===== src/rtl/fetch_stage_pkg.sv =====
// Shared fetch/decode constants: data width default, canonical NOP and the
// major opcodes that main_decoder also keys on.
package fetch_stage_pkg;

  localparam int XLEN_DEFAULT = 32;

  // ADDI x0, x0, 0
  localparam logic [31:0] NOP_INSTR = 32'h0000_0013;

  typedef logic [6:0] opcode_t;

  localparam opcode_t OP_RTYPE = 7'b0110011;
  localparam opcode_t OP_ITYPE = 7'b0010011;
  localparam opcode_t OP_LOAD  = 7'b0000011;
  localparam opcode_t OP_STORE = 7'b0100011;

  function automatic opcode_t opcode_of(input logic [31:0] instr);
    return instr[6:0];
  endfunction

endpackage


===== src/rtl/fetch_fifo.sv =====
// Small synchronous FIFO holding {instr, pc} entries between the memory
// response channel and decode. Flush empties it in one edge and wins over
// push/pop; callers never pop when empty or push when full.
module fetch_fifo #(
  parameter int WIDTH = 64,
  parameter int DEPTH = 4
) (
  input  logic                     clk,
  input  logic                     rst,
  input  logic                     push,
  input  logic [WIDTH-1:0]         push_data,
  input  logic                     pop,
  input  logic                     flush,
  output logic [WIDTH-1:0]         head,
  output logic [$clog2(DEPTH):0]   count
);

  localparam int AW = $clog2(DEPTH);
  localparam int CW = AW + 1;

  logic [WIDTH-1:0] mem [DEPTH];
  logic [AW-1:0]    wr_ptr;
  logic [AW-1:0]    rd_ptr;

  // Pointer and occupancy tracking; flush restarts both pointers at zero.
  always_ff @(posedge clk or posedge rst) begin
    if (rst) begin
      wr_ptr <= '0;
      rd_ptr <= '0;
      count  <= '0;
    end else if (flush) begin
      wr_ptr <= '0;
      rd_ptr <= '0;
      count  <= '0;
    end else begin
      if (push) wr_ptr <= wr_ptr + AW'(1);
      if (pop)  rd_ptr <= rd_ptr + AW'(1);
      case ({push, pop})
        2'b10:   count <= count + CW'(1);
        2'b01:   count <= count - CW'(1);
        default: count <= count;
      endcase
    end
  end

  // Entry storage; contents need no reset because count gates visibility.
  always_ff @(posedge clk) begin
    if (push && !flush) mem[wr_ptr] <= push_data;
  end

  assign head = mem[rd_ptr];

endmodule


===== src/rtl/fetch_stage.sv =====
// Instruction fetch stage: owns the PC, issues word-aligned requests to
// instruction memory, buffers in-order responses and hands them to decode.
//
// Handshakes: every channel is valid/ready; a transfer happens on a rising
// edge where both are 1. Valid never depends on ready of the same channel,
// and request address stays stable while valid waits for ready.
//
// Credit: a request is only issued while (inflight + count) < DEPTH, so each
// response is guaranteed a FIFO slot. On redirect the PC restarts, the FIFO
// is flushed and every still-outstanding response is marked for dropping.
module fetch_stage #(
  parameter int              XLEN      = fetch_stage_pkg::XLEN_DEFAULT,
  parameter logic [XLEN-1:0] RESET_PC  = '0,
  parameter int              DEPTH     = 4,
  parameter logic [31:0]     NOP_INSTR = fetch_stage_pkg::NOP_INSTR
) (
  input  logic            clk,
  input  logic            rst,
  output logic            imem_req_valid,
  input  logic            imem_req_ready,
  output logic [XLEN-1:0] imem_req_addr,
  input  logic            imem_resp_valid,
  input  logic [31:0]     imem_resp_data,
  input  logic            redirect_valid,
  input  logic [XLEN-1:0] redirect_pc,
  output logic            id_valid,
  input  logic            id_ready,
  output logic [31:0]     id_instr,
  output logic [XLEN-1:0] id_pc,
  output logic [6:0]      id_opcode
);

  import fetch_stage_pkg::*;

  localparam int             CW      = $clog2(DEPTH) + 1;
  localparam logic [CW:0]    DEPTH_C = (CW + 1)'(DEPTH);

  logic [XLEN-1:0]    pc;
  logic [XLEN-1:0]    resp_pc;
  logic [XLEN-1:0]    target_pc;
  logic [CW-1:0]      count;
  logic [CW-1:0]      inflight;
  logic [CW-1:0]      inflight_next;
  logic [CW-1:0]      drop;
  logic [CW:0]        credit_used;
  logic               req_fire;
  logic               resp_take;
  logic               push;
  logic               pop;
  logic [XLEN+31:0]   head;

  assign target_pc   = {redirect_pc[XLEN-1:2], 2'b00};
  assign credit_used = {1'b0, inflight} + {1'b0, count};

  // Reset gating keeps the request quiet while rst is held.
  assign imem_req_valid = !rst && !redirect_valid && (credit_used < DEPTH_C);
  assign imem_req_addr  = pc;
  assign req_fire       = imem_req_valid && imem_req_ready;

  // A response with nothing outstanding (e.g. a late one from before reset)
  // is ignored so inflight can never underflow.
  assign resp_take      = imem_resp_valid && (inflight != '0);
  assign inflight_next  = inflight + CW'(req_fire) - CW'(resp_take);

  assign push = resp_take && (drop == '0) && !redirect_valid;
  assign pop  = id_valid && id_ready && !redirect_valid;

  // PC, response PC and credit/drop counters.
  always_ff @(posedge clk or posedge rst) begin
    if (rst) begin
      pc       <= RESET_PC;
      resp_pc  <= RESET_PC;
      inflight <= '0;
      drop     <= '0;
    end else begin
      inflight <= inflight_next;
      if (redirect_valid) begin
        pc      <= target_pc;
        resp_pc <= target_pc;
        drop    <= inflight_next;
      end else begin
        if (req_fire)                     pc      <= pc + XLEN'(4);
        if (push)                         resp_pc <= resp_pc + XLEN'(4);
        if (resp_take && (drop != '0))    drop    <= drop - CW'(1);
      end
    end
  end

  fetch_fifo #(
    .WIDTH (XLEN + 32),
    .DEPTH (DEPTH)
  ) u_fifo (
    .clk       (clk),
    .rst       (rst),
    .push      (push),
    .push_data ({imem_resp_data, resp_pc}),
    .pop       (pop),
    .flush     (redirect_valid),
    .head      (head),
    .count     (count)
  );

  assign id_valid  = (count != '0);
  assign id_instr  = id_valid ? head[XLEN+31:XLEN] : NOP_INSTR;
  // When empty, show the PC the next buffered instruction will carry.
  assign id_pc     = id_valid ? head[XLEN-1:0] : resp_pc;
  assign id_opcode = opcode_of(id_instr);

endmodule


===== config.mk =====
export PLATFORM = sky130hd
export DESIGN_NAME = fetch_stage
export DESIGN_NICKNAME = d
export VERILOG_FILES = /design/src/rtl/fetch_stage_pkg.sv /design/src/rtl/fetch_fifo.sv /design/src/rtl/fetch_stage.sv
export SDC_FILE = /design/constraint.sdc
export NUM_CORES = 1
export LEC_CHECK = 0
export BUFFER_PORTS_ARGS = -buffer_cell sky130_fd_sc_hd__buf_2
export CAP_MARGIN = 0
export CELL_PAD_IN_SITES_DETAIL_PLACEMENT = 1
export CELL_PAD_IN_SITES_GLOBAL_PLACEMENT = 2
export CORE_MARGIN = 2
export CORE_UTILIZATION = 43
export CTS_BUF_LIST = sky130_fd_sc_hd__clkbuf_2 sky130_fd_sc_hd__clkbuf_4 sky130_fd_sc_hd__clkbuf_8
export DETAILED_ROUTE_END_ITERATION = 16
export HOLD_SLACK_MARGIN = 0.15
export PLACE_DENSITY_LB_ADDON = 0.1
export SLEW_MARGIN = 0
export SYNTH_ARGS = -nofsm -noshare
export SYNTH_HDL_FRONTEND = slang
export SYNTH_SLANG_ARGS = --single-unit

===== constraint.sdc =====
create_clock -name clk -period 4.1 [get_ports clk]
set_input_delay 0.615 -clock clk [delete_from_list [all_inputs] [get_ports clk]]
set_output_delay 0.615 -clock clk [all_outputs]
set_load 0.05 [all_outputs]

==> results of run 1 <==
## synth_stat cells, drive strengths merged, types with 3 or more instances
cell type,instances,share of area (%)
xnor2,28,1.8
o211ai,7,0.38
nand2,142,3.9
nand3,31,1.2
ha,12,1.1
nor2,27,0.73
nor3b,3,0.16
mux2,14,1.1
a21oi,6,0.22
or2,4,0.18
inv,16,0.43
nand4,18,0.97
buf,27,1.2
nor4,7,0.43
mux4,62,10
and2,33,1.5
edfxtp,248,54
and4,5,0.32
a31o,4,0.25
mux2i,3,0.22
nor3,23,0.87
clkbuf,28,0.76
xor2,16,1.0
o21ai,38,1.4
nand2b,4,0.18
a21boi,4,0.22
a31oi,5,0.23
and3,11,0.51
o311ai,8,0.51
dfrtp,73,13
## placed cells by master, fill, tap and decap left out, types with 6 or more instances in the layout
| cell type | n |
|---|---|
| buf_2 | 168 |
| o211ai_1 | 7 |
| buf_4 | 13 |
| mux2_2 | 14 |
| and2_1 | 31 |
| clkinv_1 | 11 |
| nand3_1 | 30 |
| clkbuf_8 | 55 |
| clkbuf_4 | 21 |
| a21oi_1 | 6 |
| nand4_1 | 16 |
| xor2_1 | 16 |
| nand2_1 | 141 |
| and3_1 | 6 |
| dfrtp_1 | 71 |
| o311ai_0 | 8 |
| nor3_1 | 21 |
| buf_12 | 7 |
| inv_1 | 14 |
| nor4_1 | 6 |
| mux4_2 | 62 |
| edfxtp_1 | 248 |
| ha_1 | 12 |
| nor2_1 | 27 |
| xnor2_1 | 28 |
| o21ai_0 | 38 |
## per-stage QoR
stage	area [um2]	hold WS [ns]	power, mW	utilization (%)
detailed placement	15200	0.553	8.34	48.0
finish	16300	0.264	11.2	51.6
global route	16300	0.227	11.7	51.6
global placement	15200	0.539	8.30	48.0
floorplan	13800	0.474	7.26	-
CTS	16300	0.227	11.3	51.6
## sequential cells by signal, summed over array words and instances, names as in the netlist
name           count
u_fifo.mem       248
resp_pc           30
u_fifo.wr_ptr      2
u_fifo.count       3
u_fifo.rd_ptr      2
imem_req_addr     30
drop               3
inflight           3
## per-layer routing
metal	wire (um)	track usage [%]	vias up
met5	0	0	-
met2	15500	32.3	225
li1	-	-	3871
met1	14600	27.5	4275
met4	377	4.54	0
met3	1790	3.61	31
## worst max path at each step
| stage | slack [ns] | start | to | cells after the start |
|---|---|---|---|---|
| 6_report | 0.73 | u_fifo.rd_ptr[0] | id_instr[10] | 4 |
| 5_1_grt | 0.52 | u_fifo.rd_ptr[0] | id_instr[10] | 4 |
| 4_1_cts | 0.62 | u_fifo.rd_ptr[0] | id_instr[10] | 4 |
| 3_5_place_dp | 1.24 | u_fifo.rd_ptr[0] | id_instr[10] | 4 |
| 3_3_place_gp | 1.29 | u_fifo.rd_ptr[0] | id_instr[5] | 4 |
| 2_1_floorplan | 0.85 | imem_resp_valid | u_fifo.mem[1][10] | 4 |
## logic make-up (layout without fill, tap and decap cells)
family	Yosys count	count (layout)	share of synthesized area, %
other	1	4	0.0271
AO/OA/AOI/OAI	78	78	3.54
adder cells (fa/ha/maj)	14	14	1.38
flip-flops	321	321	67.1
AND/OR/NAND/NOR	316	316	11.3
XOR/XNOR	44	44	2.79
multiplexers	79	79	11.5
buffers and inverters	71	304	2.35
## worst max-delay path, delay by kind of cell, from the launching register on
family	cells	cell delay, ns
flip-flops	1	0.72
multiplexers	1	0.57
AND/OR/NAND/NOR	1	0.19
buffers and inverters	2	0.68
## where the power goes
| group | internal (mW) | total [mW] | leakage [nW] | switching [mW] |
|---|---|---|---|---|
| clock | 1.70 | 2.96 | 0.595 | 1.27 |
| sequential | 3.71 | 3.99 | 3.11 | 0.280 |
| combinational | 1.16 | 4.21 | 2.28 | 3.05 |
## layout make-up
cell class,instances,area [um2]
multi-input combinational,535,4240
clock buffer,76,915
timing repair buffer,189,1090
fill,3177,15300
tap,402,503
inverter,16,60.1
sequential,321,9280
clock inverter,23,211
==> qor.txt, run 1 <==
Hold Path End -> u_fifo.mem[3][61]
Final Skew -> 0.0161 ns
Final setup violating endpoints -> 0
Largest net degree at the start of global routing -> 63
Antenna-violating nets left -> 0
Port Buffers -> 168
Fin. max-slew vios -> 0
Final wirelength -> 32200 um
H-Tree Depth -> 2
Area grow syn2layout -> 18.0%
Worst Setup Start Kind -> flip-flop
Clock Latency Late Sink -> 0.57 ns
Outcome -> completed
CP max-delay cell -> dfrtp_4
GPL Wtd Cong -> 0.754
DRC -> 0
Routed wire length per instance -> 20.6 um
Mapped Cells -> 924
Post-DP HPWL -> 20500 um
Row cnt -> 65
Final WS setup -> 0.731 ns
DRT iter0 DRCs -> 457
Worst VDD drop -> 0.313 mV
Initial Utilization -> 43.8%
Clk sinks -> 321
Critical path endpoint category -> primary output
Dpl ws -> 1.24 ns
First-pass GRT wire length -> 51200 um
Max_cap viols -> 0
Worst-path cell chain -> buf_4, mux4_2, and2_1, buf_2
Crit Path Max Fanout -> 22
Min Tclk post-route -> 3.37 ns
Layout cells sized above 1 -> 32.4%
Die height -> 183 um
DRT Pass-1 Iters -> 4
Vias -> 8402
Endpoints failing hold -> 0
Post-CTS setup buffer count -> 0
Worst r2r src -> u_fifo.count[2]
Clock Path Buffers -> 3
Finished Layout Cells -> 1562
Worst-margin pin slew -> 0.898 ns
Fmax -> 297 MHz
Crit path kind -> flip-flop to primary output
PwrDens -> 685 mW/mm2
Gr usage total -> 19.7%
Cts hold-fix bufs -> 1
Core ar. -> 0.0316 mm2
FF-to-FF setup slack -> 1.35 ns
Final setup TNS -> 0 ns
Worst R2R End -> drop[2]
Final cycle utilization of the critical path -> 82.2%
Async S/R FF share, synth -> 22.7%
Slew HR -> 39.9%
Min-delay src -> imem_resp_data[29]
Syn. warnings -> 0
Grt total ovfl -> 0
Total I/O pin count -> 175
N_diodes -> 0
Width of the die -> 183 um
Yosys reg bits -> 321
CTS tree -> yes
Syn_area_per_cell -> 14.9 um2
Post_cts resized -> 0
Full die area -> 0.0336 mm2
Leak pwr -> 5.99 nW
WP data required -> 3.48 ns
Initial antenna violation count -> 0
Sequential area share after synthesis -> 67.1%
RSZ-0062 raised after global routing -> no
Worst Hold Class -> input port to flip-flop
Top_reg_cell synth -> edfxtp_1
Post-synth EDFFs -> 248
R2R depth -> 11
Final nets -> 1202
Worst hold stages -> 1
Vias in the first global route -> 9066
Cell variety after synth -> 53
Clock Root Buffer -> clkbuf_8
Worst path max stage delay -> 0.72 ns
Post-synthesis cell area -> 0.0138 mm2
Arrival @ worst endpoint -> 2.75 ns
CTS clk-pin slew, worst paths -> 0.06 ns
CTS Buf Count -> 55
Vias per cell -> 5.38
Placed cells -> 1462
Power figures use the tool's default switching activity.
==> inputs of run 2 (changes only) <==
==> constraint.sdc (replaced) <==
create_clock -name clk -period 3.1 [get_ports clk]
set_input_delay 0.465 -clock clk [delete_from_list [all_inputs] [get_ports clk]]
set_output_delay 0.465 -clock clk [all_outputs]
set_load 0.05 [all_outputs]
==> qor.txt, run 2 (synthesized netlist as in run 1, its figures left out) <==
Outcome -> completed
Max FFs per register -> 248 (unchanged)
Finished Layout Cells -> 1616 (+3.5%)
Full die area -> 0.0336 mm2 (unchanged)
Crit path kind -> flip-flop to primary output
Worst VDD drop -> 0.549 mV (+76%)
First-pass GRT wire length -> 52100 um (+1.7%)
Final setup TNS -> 0 ns (unchanged)
Clk sinks -> 321 (unchanged)
GPL Wtd Cong -> 0.792 (+5.1%)
Clock Latency Late Sink -> 0.59 ns (+0.02 ns)
Critical path endpoint category -> primary output
Min-delay src -> redirect_pc[17]
Routed wire length per instance -> 20.2 um (-2.1%)
Port Buffers -> 168 (unchanged)
Cell family contributing the most delay on the critical path -> buffers and inverters
Commonest non-fill, non-tap cell in the layout -> edfxtp_1
Worst-margin pin slew -> 0.753 ns (-0.145 ns)
CP max-delay cell -> mux4_2
Worst Setup Start Kind -> flip-flop
Die height -> 183 um (unchanged)
RSZ-0062 raised after global routing -> no
Antenna-violating nets left -> 0 (unchanged)
Worst-path cell chain -> buf_16, mux4_2, nand2_1, o21ai_0, buf_2
Post-DP HPWL -> 20500 um (-0.19%)
Total I/O pin count -> 175 (unchanged)
Largest net degree at the start of global routing -> 63 (unchanged)
Slew HR -> 49.7% (+9.8 points)
Row cnt -> 65 (unchanged)
DRT iter0 DRCs -> 472 (+3.3%)
Grt total ovfl -> 0 (unchanged)
Initial antenna violation count -> 0 (unchanged)
Endpoints failing hold -> 0 (unchanged)
Fmax -> 349 MHz
DRT Pass-1 Iters -> 4 (unchanged)
Crit path from -> u_fifo.rd_ptr[0]
H-Tree Depth -> 2 (unchanged)
Fin. max-slew vios -> 0 (unchanged)
Clock Path Buffers -> 3 (unchanged)
Clock Root Buffer -> clkbuf_8
Final cycle utilization of the critical path -> 92.4%
Core ar. -> 0.0316 mm2 (unchanged)
Final Skew -> 0.0319 ns (+0.0158 ns)
Most frequent cells in the layout -> 248 x edfxtp_1, 166 x buf_2, 141 x nand2_1
WP data required -> 2.63 ns (-0.85 ns)
CTS clk-pin slew, worst paths -> 0.06 ns (about the same)
Layout cells sized above 1 -> 31.5% (-0.87 points)
CTS Buf Count -> 54 (-1.8%)
PwrDens -> 878 mW/mm2 (+28%)
Area grow syn2layout -> 21.7%
Gr usage total -> 19.9% (+0.21 points)
Placed cells -> 1469 (+0.48%)
Final nets -> 1254 (+4.3%)
Min Tclk post-route -> 2.87 ns
CTS tree -> yes
Leak pwr -> 6.21 nW (+3.7%)
Vias -> 8605 (+2.4%)
Worst Hold Class -> input port to flip-flop
N_diodes -> 0 (unchanged)
Final wirelength -> 32600 um (+1.3%)
Max_cap viols -> 0 (unchanged)
Worst path max stage delay -> 0.53 ns (-0.19 ns)
Vias per cell -> 5.32 (-1.0%)
Final setup violating endpoints -> 0 (unchanged)
CP bufs+invs -> 2 (unchanged)
Worst r2r src -> u_fifo.count[2]
Largest Register -> u_fifo.mem
DRC -> 0 (unchanged)
Crit Path Max Fanout -> 30 (+36%)
Vias in the first global route -> 9428 (+4.0%)
Fill cells -> 3149 (-0.88%)
Arrival @ worst endpoint -> 2.40 ns (-0.35 ns)
Width of the die -> 183 um (unchanged)
Initial Utilization -> 43.8% (unchanged)
Total power draw -> 14.8 mW (+32%)
run 2: repair_timing:
action,CTS,global route
hold buffers,45,0
resized for setup,0,1
endpoints found under the setup margin,0,3
setup buffers,0,2
hold endpoints to repair,178,0
run 2: metal layers:
layer  part of all wire [%]  GRT usage [%]
met5                      0              0
met4                    1.6           5.15
met3                    4.1           2.80
met2                     48           33.2
met1                     46           27.6
run 2: path summary, 6_finish.rpt:
path / end / depth (start not counted) / slack [ns]
setup / recovery: id_pc[20] / 5 / 0.23
min in group asynchronous: imem_req_addr[4] / 3 / 0.60
hold / removal: resp_pc[17] / 3 / 0.18
max in group asynchronous: resp_pc[15] / 4 / 1.80
hold reg to reg: inflight[2] / 1 / 0.56
setup reg to reg: drop[2] / 11 / 0.41
run 2: stage by stage:
step / utilization (%) / hold slack (ns) / setup WS [ns] / area (um2)
2_1_floorplan: - / 0.474 / 0.146 / 13800
3_3_place_gp: 48.4 / 0.546 / 0.393 / 15300
3_5_place_dp: 48.4 / 0.555 / 0.360 / 15300
4_1_cts: 53.2 / 0.151 / 0.0328 / 16800
5_1_grt: 53.3 / 0.167 / 0.108 / 16800
6_report: 53.3 / 0.177 / 0.234 / 16800
run 2: area by class of cell:
| type | instances | area (um2) | share of cell area, % |
|---|---|---|---|
| Clock inverter | 24 | 148 | 0.878 |
| Clock buffer | 76 | 915 | 5.44 |
| Tap cell | 402 | 503 | 2.99 |
| Multi-Input combinational cell | 535 | 4240 | 25.2 |
| Timing Repair Buffer | 242 | 1670 | 9.94 |
| Inverter | 16 | 60.1 | 0.357 |
| Sequential cell | 321 | 9280 | 55.2 |
run 2: where the power goes:
part	internal (mW)	switching, mW	leakage (nW)	total, mW
Clock	1.99	1.66	0.565	3.65
Sequential	4.91	0.298	3.11	5.21
Combinational	1.75	4.14	2.53	5.89
Total	8.66	6.10	6.21	14.8
run 2: worst min-delay path: stages:
cell and delay [ns]:
buf_2 0.07, nand2_1 0.09, o21ai_0 0.08
==> inputs of run 3 (changes only) <==
--- a/config.mk
+++ b/config.mk
@@ -14,6 +14,7 @@
 export CTS_BUF_LIST = sky130_fd_sc_hd__clkbuf_2 sky130_fd_sc_hd__clkbuf_4 sky130_fd_sc_hd__clkbuf_8
 export DETAILED_ROUTE_END_ITERATION = 16
 export HOLD_SLACK_MARGIN = 0.15
+export MAX_ROUTING_LAYER = met4
 export PLACE_DENSITY_LB_ADDON = 0.1
 export SLEW_MARGIN = 0
 export SYNTH_ARGS = -nofsm -noshare
==> constraint.sdc (replaced) <==
create_clock -name clk -period 3.1 [get_ports clk]
set_input_delay 0.155 -clock clk [delete_from_list [all_inputs] [get_ports clk]]
set_output_delay 0.155 -clock clk [all_outputs]
set_load 0.05 [all_outputs]
==> qor.txt, run 3 (synthesized netlist as in run 1, its figures left out) <==
DRC -> 0 (unchanged)
Initial Utilization -> 43.8% (unchanged)
Arrival @ worst endpoint -> 2.58 ns (+0.18 ns)
Full die area -> 0.0336 mm2 (unchanged)
Clock Latency Late Sink -> 0.57 ns (-0.02 ns)
Endpoints failing hold -> 0 (unchanged)
Min-delay src -> imem_resp_valid
Area grow syn2layout -> 22.7%
Fmax -> 366 MHz (+4.9%)
Final cycle utilization of the critical path -> 88.1% (-4.3 points)
Final nets -> 1273 (+1.5%)
Final setup TNS -> 0 ns (unchanged)
Final Skew -> 0.0253 ns (-0.00660 ns)
Total I/O pin count -> 175 (unchanged)
Worst R2R End -> resp_pc[31]
Largest Register -> u_fifo.mem
CTS clk-pin slew, worst paths -> 0.06 ns (about the same)
Row cnt -> 65 (unchanged)
Worst VDD drop -> 0.436 mV (-21%)
Slew HR -> 41.8% (-7.9 points)
Final wirelength -> 33000 um (+1.1%)
PwrDens -> 862 mW/mm2 (-1.8%)
Commonest non-fill, non-tap cell in the layout -> edfxtp_1
Critical path endpoint category -> primary output
First-pass GRT wire length -> 52600 um (+0.95%)
Grt total ovfl -> 0 (unchanged)
Width of the die -> 183 um (unchanged)
N_diodes -> 0 (unchanged)
Worst hold stages -> 5 (+2)
DRT iter0 DRCs -> 473 (+0.21%)
Die height -> 183 um (unchanged)
RSZ-0062 raised after global routing -> no
Vias -> 8665 (+0.70%)
Core ar. -> 0.0316 mm2 (unchanged)
Leak pwr -> 6.27 nW (+0.99%)
Hold Path End -> drop[2]
Max_cap viols -> 0 (unchanged)
WP data required -> 2.94 ns (+0.31 ns)
Final setup violating endpoints -> 0 (unchanged)
Layout cells sized above 1 -> 30.6% (-0.95 points)
Clk sinks -> 321 (unchanged)
FF-to-FF setup slack -> 0.40 ns (about the same)
Initial antenna violation count -> 0 (unchanged)
Post-DP HPWL -> 20400 um (-0.36%)
Met3 Use GR -> 3.06% (+0.26 points)
Min Tclk post-route -> 2.73 ns (-0.134 ns)
Vias per cell -> 5.30 (-0.41%)
Outcome -> completed
Crit Path Max Fanout -> 26 (-13%)
Final core utilization -> 53.7% (+0.44 points)
Most frequent cells in the layout -> 248 x edfxtp_1, 168 x buf_2, 141 x nand2_1
Clock Root Buffer -> clkbuf_8
Largest net degree at the start of global routing -> 63 (unchanged)
Sequential Area -> 0.00928 mm2 (unchanged)
Vias in the first global route -> 9415 (-0.14%)
Max FFs per register -> 248 (unchanged)
R2R depth -> 9 (-2)
DRT Pass-1 Iters -> 5 (+1)
Global route hottest layer -> met2
Fin. max-slew vios -> 0 (unchanged)
Fill cells -> 3103 (-1.5%)
H-Tree Depth -> 2 (unchanged)
Port Buffers -> 168 (unchanged)
Worst r2r src -> drop[0]
Gr usage total -> 20.9% (+1.1 points)
Worst Setup Start Kind -> flip-flop
CTS tree -> yes
Routing usage on met1 -> 28.1% (+0.43 points)
GPL Wtd Cong -> 0.785 (-0.91%)
GRT met2 Usage -> 34.0% (+0.83 points)
Antenna-violating nets left -> 0 (unchanged)
Post-CTS setup buffer count -> 0 (unchanged)
Worst Hold Class -> input port to flip-flop
Crit path kind -> flip-flop to primary output
Routed wire length per instance -> 20.2 um (about the same)
CTS Buf Count -> 53 (-1.9%)
Worst-margin pin slew -> 0.872 ns (+0.119 ns)
Footprint of the multi-input gates -> 0.00424 mm2 (unchanged)
Clock Path Buffers -> 3 (unchanged)
==> run 3: cell count changes in the layout (fill, tap and decap cells not counted), moves of 2 or more <==
cell / before / now
buf_12: 11 / 9
clkinv_1: 14 / 12
clkinv_2: 6 / 9
buf_2: 166 / 168
dlygate4sd3_1: 45 / 71
buf_4: 19 / 14
==> run 3: per-stage QoR <==
| stage | hold WS [ns] | setup WS (ns) | power, mW | cell area, um2 | cells |
|---|---|---|---|---|---|
| floorplan | 0.254 | 0.146 | 9.60 | 13800 | 927 |
| global placement | 0.370 | 0.429 | 11.1 | 15200 | 1465 |
| detailed placement | 0.372 | 0.413 | 11.1 | 15200 | 1465 |
| CTS | 0.240 | 0.254 | 14.8 | 17000 | 1634 |
| global route | 0.291 | 0.196 | 15.4 | 17000 | 1634 |
| finish | 0.279 | 0.368 | 14.6 | 17000 | 1634 |
==> run 3: final cells by class <==
type                       instances  share of cell area [%]
clock inverter                    23                   0.760
clock buffer                      75                    5.35
multi-input combinational        535                    25.0
tap                              402                    2.97
timing repair buffer             262                    10.8
sequential                       321                    54.7
inverter                          16                   0.354
==> run 3: how the worst max path moves through the flow <==
stage	from	end	slack, ns	depth (start not counted)
after floorplan	u_fifo.count[2]	drop[2]	0.15	14
after global placement	u_fifo.count[2]	drop[2]	0.43	11
after detailed placement	u_fifo.count[2]	drop[2]	0.41	11
after CTS	u_fifo.rd_ptr[0]	id_instr[20]	0.25	4
after global routing	u_fifo.rd_ptr[0]	id_pc[26]	0.20	5
final	u_fifo.rd_ptr[0]	id_instr[16]	0.37	4
==> run 3: repair_timing <==
action,4_1_cts,5_1_grt
endpoints found under the hold margin,234,0
gates resized for setup,0,0
setup endpoints to repair,0,0
hold buffers,71,0
==> run 3: routing by layer <==
| metal | wire length, um | share of wire [%] | vias up |
|---|---|---|---|
| li1 | - | - | 4006 |
| met1 | 15100 | 46 | 4394 |
| met2 | 16000 | 49 | 217 |
| met3 | 1340 | 4.1 | 48 |
| met4 | 540 | 1.6 | 0 |
| met5 | 0 | 0 | - |
==> run 3: power breakdown <==
part | internal, mW | total [mW] | switching (mW)
clock | 1.97 | 3.62 | 1.65
sequential | 4.91 | 5.28 | 0.370
combinational | 1.66 | 5.71 | 4.06
==> run 3: worst max-delay path, cell delays in order, from the launching register on <==
cell and delay (ns):
dfrtp_4 0.78, buf_12 0.31, mux4_2 0.53, and2_1 0.17
buf_2 0.20
